[src/rtl/instr_fetch_stage_pkg.sv]
// Shared definitions for the instruction fetch stage.
//   fetch_state_e : fetch FSM state encoding (BOOT / RUN / HALT)
//   IF_ADDR_W     : default instruction word-address width
//   IF_DATA_W     : default instruction width
//   NOP_WORD      : all-zero word; unprogrammed memory reads back as this
package instr_fetch_stage_pkg;

  localparam int IF_ADDR_W = 8;
  localparam int IF_DATA_W = 32;
  localparam logic [IF_DATA_W-1:0] NOP_WORD = '0;

  typedef enum logic [1:0] {
    ST_BOOT = 2'd0,
    ST_RUN  = 2'd1,
    ST_HALT = 2'd2
  } fetch_state_e;

endpackage

[src/rtl/instr_fetch_stage_pc_reg.sv]
// Program counter register with load / increment / hold.
//   clk, rst_n : clock, async active-low reset (pc <- RESET_PC)
//   load       : take load_pc next cycle (highest priority)
//   load_pc    : load target
//   inc        : pc <- pc + 1, wrapping at 2^ADDR_W
//   pc         : current program counter
module instr_fetch_stage_pc_reg
  import instr_fetch_stage_pkg::*;
#(
  parameter int ADDR_W   = IF_ADDR_W,
  parameter int RESET_PC = 0
) (
  input  logic              clk,
  input  logic              rst_n,
  input  logic              load,
  input  logic [ADDR_W-1:0] load_pc,
  input  logic              inc,
  output logic [ADDR_W-1:0] pc
);

  always_ff @(posedge clk or negedge rst_n) begin
    if (!rst_n)    pc <= ADDR_W'(RESET_PC);
    else if (load) pc <= load_pc;
    else if (inc)  pc <= pc + ADDR_W'(1);
  end

endmodule

[src/rtl/instr_fetch_stage.sv]
// Fetch stage: owns the PC, addresses a combinational instruction memory and
// presents fetched words on a valid/ready IF/ID register.
//   clk, rst_n        : clock, async active-low reset
//   imem_addr         : word address to memory (= pc)
//   imem_rdata        : instruction at imem_addr, same cycle
//   redirect_valid/pc : branch/jump target; flushes IF/ID, wins over all else
//   id_ready          : decode accepts id_* this cycle
//   id_valid/instr/pc : IF/ID register contents
//   id_pc_plus1       : id_pc + 1 (wrapping)
//   halted            : FSM is in HALT
//   fetch_count       : instructions accepted by decode, saturating
module instr_fetch_stage
  import instr_fetch_stage_pkg::*;
#(
  parameter int ADDR_W       = IF_ADDR_W,
  parameter int DATA_W       = IF_DATA_W,
  parameter int RESET_PC     = 0,
  parameter bit HALT_ON_ZERO = 1'b1,
  parameter int CNT_W        = 16
) (
  input  logic              clk,
  input  logic              rst_n,
  output logic [ADDR_W-1:0] imem_addr,
  input  logic [DATA_W-1:0] imem_rdata,
  input  logic              redirect_valid,
  input  logic [ADDR_W-1:0] redirect_pc,
  input  logic              id_ready,
  output logic              id_valid,
  output logic [DATA_W-1:0] id_instr,
  output logic [ADDR_W-1:0] id_pc,
  output logic [ADDR_W-1:0] id_pc_plus1,
  output logic              halted,
  output logic [CNT_W-1:0]  fetch_count
);

  fetch_state_e      state, state_nxt;
  logic              advance, halt_hit, pc_inc;
  logic [ADDR_W-1:0] pc;

  instr_fetch_stage_pc_reg #(.ADDR_W(ADDR_W), .RESET_PC(RESET_PC)) u_pc (
    .clk     (clk),
    .rst_n   (rst_n),
    .load    (redirect_valid),
    .load_pc (redirect_pc),
    .inc     (pc_inc),
    .pc      (pc)
  );

  always_ff @(posedge clk or negedge rst_n) begin
    if (!rst_n) state <= ST_BOOT;
    else        state <= state_nxt;
  end

  always_comb begin
    state_nxt = state;
    advance   = (state == ST_RUN) && (!id_valid || id_ready);
    // A zero word ends the program: it is swallowed, pc parks on it.
    halt_hit  = advance && HALT_ON_ZERO && (imem_rdata == DATA_W'(NOP_WORD));
    case (state)
      ST_BOOT: state_nxt = ST_RUN;
      ST_RUN:  if (halt_hit) state_nxt = ST_HALT;
      default: state_nxt = state;
    endcase
    if (redirect_valid) state_nxt = ST_RUN;
    pc_inc = advance && !halt_hit && !redirect_valid;
  end

  // IF/ID register. On flush/halt only the valid bit drops; payload is stale.
  always_ff @(posedge clk or negedge rst_n) begin
    if (!rst_n) begin
      id_valid <= 1'b0;
      id_instr <= '0;
      id_pc    <= '0;
    end else if (redirect_valid) begin
      id_valid <= 1'b0;
    end else if (advance) begin
      id_valid <= !halt_hit;
      if (!halt_hit) begin
        id_instr <= imem_rdata;
        id_pc    <= pc;
      end
    end else if (id_valid && id_ready) begin
      id_valid <= 1'b0;
    end
  end

  // A handshake coinciding with a redirect is flushed, so it is not counted.
  always_ff @(posedge clk or negedge rst_n) begin
    if (!rst_n)
      fetch_count <= '0;
    else if (id_valid && id_ready && !redirect_valid && (fetch_count != '1))
      fetch_count <= fetch_count + CNT_W'(1);
  end

  assign imem_addr   = pc;
  assign id_pc_plus1 = id_pc + ADDR_W'(1);
  assign halted      = (state == ST_HALT);

endmodule

[config.mk]
export PLATFORM = sky130hd
export DESIGN_NAME = instr_fetch_stage
export DESIGN_NICKNAME = d
export VERILOG_FILES = /design/src/rtl/instr_fetch_stage_pkg.sv /design/src/rtl/instr_fetch_stage_pc_reg.sv /design/src/rtl/instr_fetch_stage.sv
export SDC_FILE = /design/constraint.sdc
export NUM_CORES = 1
export LEC_CHECK = 0
export ABC_AREA = 1
export CAP_MARGIN = 20
export CORE_ASPECT_RATIO = 1.75
export CORE_UTILIZATION = 41
export CTS_CLUSTER_SIZE = 24
export DETAILED_ROUTE_END_ITERATION = 12
export PLACE_DENSITY = 0.73
export SLEW_MARGIN = 40
export SYNTH_ARGS = -nofsm -noshare
export SYNTH_HDL_FRONTEND = slang
export SYNTH_SLANG_ARGS = --single-unit
[constraint.sdc]
create_clock -name clk -period 1.99 [get_ports clk]
set_input_delay 0.597 -clock clk [delete_from_list [all_inputs] [get_ports clk]]
set_output_delay 0.597 -clock clk [all_outputs]
set_load 0.005 [all_outputs]
==> impl_metrics.tcl <==
set metrics [dict create \
    place_hpwl_um 6960 \
    register_area_um2 1680 \
    setup_violations 1 \
    seqPwrFrac 0.406 \
    path_clk_slew_ns 0.06 \
    worstPathMaxFanout 3 \
    grt_overflow 0 \
    synth_seq_cells 67 \
    antenna_cells 0 \
    status "finished, violations left" \
    ys_warn_count 0 \
    track_usage 0.224 \
    initial_core_util 0.428 \
    max-clock-path-buffers 2 \
    layout.nets 630 \
    hold_class "input port to async pin" \
    grt_first_pass_wirelength_um 15100 \
    drt_iter0_markers 164 \
    hold_slack_ns 0.293 \
    cts_inserted_buffers 9 \
    p_clk_frac 0.320 \
    rsz0062_at_grt "true" \
    final.setup.worst_slack_ns -0.0530 \
    final_layout_size_suffix_gt1_frac 0.128 \
    start_kind "flop" \
    power.switching_mw 1.23 \
    fin_crit_sh 1.03 \
    fin_worst_skew_ns 0.00550 \
    report.final.slew_viol_count 0 \
    hold_violations 0 \
    max_freq_ghz 0.489 \
    postRouteWirelength_um 9400 \
    p_leak_nw 2.50 \
    maxCapViolCount 0 \
    wire_per_inst_um 13.9 \
    fin_crit_ns 2.04 \
    slew_headroom 0.753 \
    cts.sinks 67 \
    vias 3407 \
    antenna_found_initial 0 \
    ios 118 \
    cts_hold_buf 0 \
    end_kind "output port" \
    synthDistinctLibCells 24 \
    grt_pass1_vias 3358 \
    dr.pass1.iters 9 \
    num_rows 43 \
    cts_tree "done" \
    die_area_um2 8750 \
    syn_area_um2 3430 \
    path_class "flop to output port" \
    numPortBuffers 117 \
    synthCells 440 \
    multi_input_area_um2 1590 \
    syn_nets 487 \
    fillers 679 \
    core-area_um2 8020 \
    syn_to_final_growth_pct 50.3 \
    grt_max_degree 68 \
    tightestPinTransition_ns 0.369 \
    cts_htree_levels 3 \
    clk_latency_ns 0.32 \
    worstPathRequired_ns 1.39 \
    power.internal_mw 3.13 \
    place_congestion 0.942 \
    detail-route-antenna-nets 0 \
    p_comb_frac 0.274 \
    drc 8 \
    clock-root-buffer "clkbuf_16" \
    ir_drop_mv 0.479 \
    routed_via_density 5.03 \
    arrival_ns 1.45 \
    syn_avg_cell_area_um2 7.80 \
    die_y_um 123 \
    die_w_um 71.2 \
    swShare 0.282 \
    power.density_nw_per_um2 845 \
    violations "DRC, setup timing" \
    totalPowerFinal_mw 4.36 \
    ys_seq_area_frac 0.489 \
]
metal layers:
metal,part of all wire,track usage
met5,0,0
met1,0.38,0.244
met3,0.041,0.0383
met4,0.036,0.135
met2,0.54,0.401
synth_stat cells:
| library cell | instances | area share |
|---|---|---|
| buf_2 | 10 | 0.015 |
| buf_4 | 1 | 0.0022 |
| buf_6 | 2 | 0.0066 |
| clkbuf_1 | 3 | 0.0033 |
| dfrtp_1 | 67 | 0.49 |
| ha_1 | 3 | 0.011 |
| inv_1 | 25 | 0.027 |
| inv_4 | 1 | 0.0018 |
| nand2_1 | 164 | 0.18 |
| nand2_2 | 3 | 0.0055 |
| nand2_4 | 1 | 0.0033 |
| nand3_1 | 62 | 0.090 |
| nand3_2 | 3 | 0.0087 |
| nand3b_2 | 2 | 0.0066 |
| nand4_1 | 6 | 0.011 |
| nor2_1 | 41 | 0.045 |
| nor3_1 | 5 | 0.0073 |
| nor3_2 | 1 | 0.0029 |
| nor3_4 | 1 | 0.0047 |
| o21ai_0 | 17 | 0.025 |
| o21ai_2 | 4 | 0.010 |
| or2_2 | 1 | 0.0018 |
| xnor2_1 | 7 | 0.018 |
| xor2_1 | 10 | 0.026 |
cells by family (layout without fill, tap and decap cells):
logic type	Yosys count	after routing	synth area share
adder cells (fa/ha/maj)	3	3	0.0109
flip-flops	67	67	0.489
AND/OR/NAND/NOR	290	290	0.366
buffers and inverters	42	189	0.0558
AO/OA/AOI/OAI	21	21	0.0350
XOR/XNOR	17	17	0.0434
cells in the final DEF, fill, tap and decap left out, drive strengths merged:
master         count
buf               36
clkbuf            14
clkdlybuf4s50    107
clkinv             3
dfrtp             67
dlymetal6s2s       3
ha                 3
inv               26
nand2            168
nand3             65
nand3b             2
nand4              6
nor2              41
nor3               7
o21ai             21
or2                1
xnor2              7
xor2              10
power groups by stage:
stage               registers [mW]  clock network, mW  logic (mW)
CTS                           1.77               1.42        1.21
detailed placement            1.79                  0        1.21
global route                  1.80               1.48        1.31
floorplan                     1.78                  0       0.415
global placement              1.78                  0        1.20
finish                        1.77               1.40        1.19
through the flow:
step           TNS (ns)  instances  worst slack [ns]   util  instance area (µm²)
2_1_floorplan         0        440             0.359      -                 3430
3_3_place_gp      -6.05        662            -0.140  0.609                 4880
3_5_place_dp      -8.88        662            -0.200  0.609                 4880
4_1_cts          -0.502        677            -0.169  0.641                 5140
5_1_grt          -0.238        677            -0.132  0.643                 5160
6_report        -0.0530        677           -0.0530  0.643                 5160
layout make-up:
| cell class | instances | area share |
|---|---|---|
| clock buffer | 12 | 0.0478 |
| clock inverter | 3 | 0.00291 |
| inverter | 26 | 0.0194 |
| multi-input combinational | 331 | 0.309 |
| sequential | 67 | 0.325 |
| tap | 90 | 0.0218 |
| timing repair buffer | 148 | 0.274 |
critical path, stage by stage, from the launching register on:
cell and delay, ns:
dfrtp_1 0.40, ha_2 0.22, nand3_2 0.09, nor2_1 0.10, nand2_1 0.06, xnor2_1 0.12
buf_2 0.13
sequential cells by signal (all words and copies together), names as in the netlist:
signal       cells
u_pc.pc          8
state            2
id_pc            8
id_instr        32
id_valid         1
fetch_count     16
what timing repair did:
item,CTS,global route
setup endpoints to repair,8,11
buffers inserted,1,0
pin swaps,5,3
gates resized for setup,24,11
path summary, 6_finish.rpt:
check | endpoint | depth (start not counted) | slack (ns) | from
setup / recovery | id_pc_plus1[6] | 6 | -0.05 | id_pc[1]
hold / removal | id_instr[3] | 2 | 0.29 | rst_n
setup reg to reg | fetch_count[13] | 8 | 0.35 | fetch_count[0]
hold reg to reg | id_instr[14] | 2 | 0.47 | id_instr[14]
max in group asynchronous | id_instr[27] | 2 | 1.40 | rst_n
min in group clk | id_instr[14] | 2 | 0.47 | id_instr[14]
Note: power is estimated with default switching activity, not from simulation.
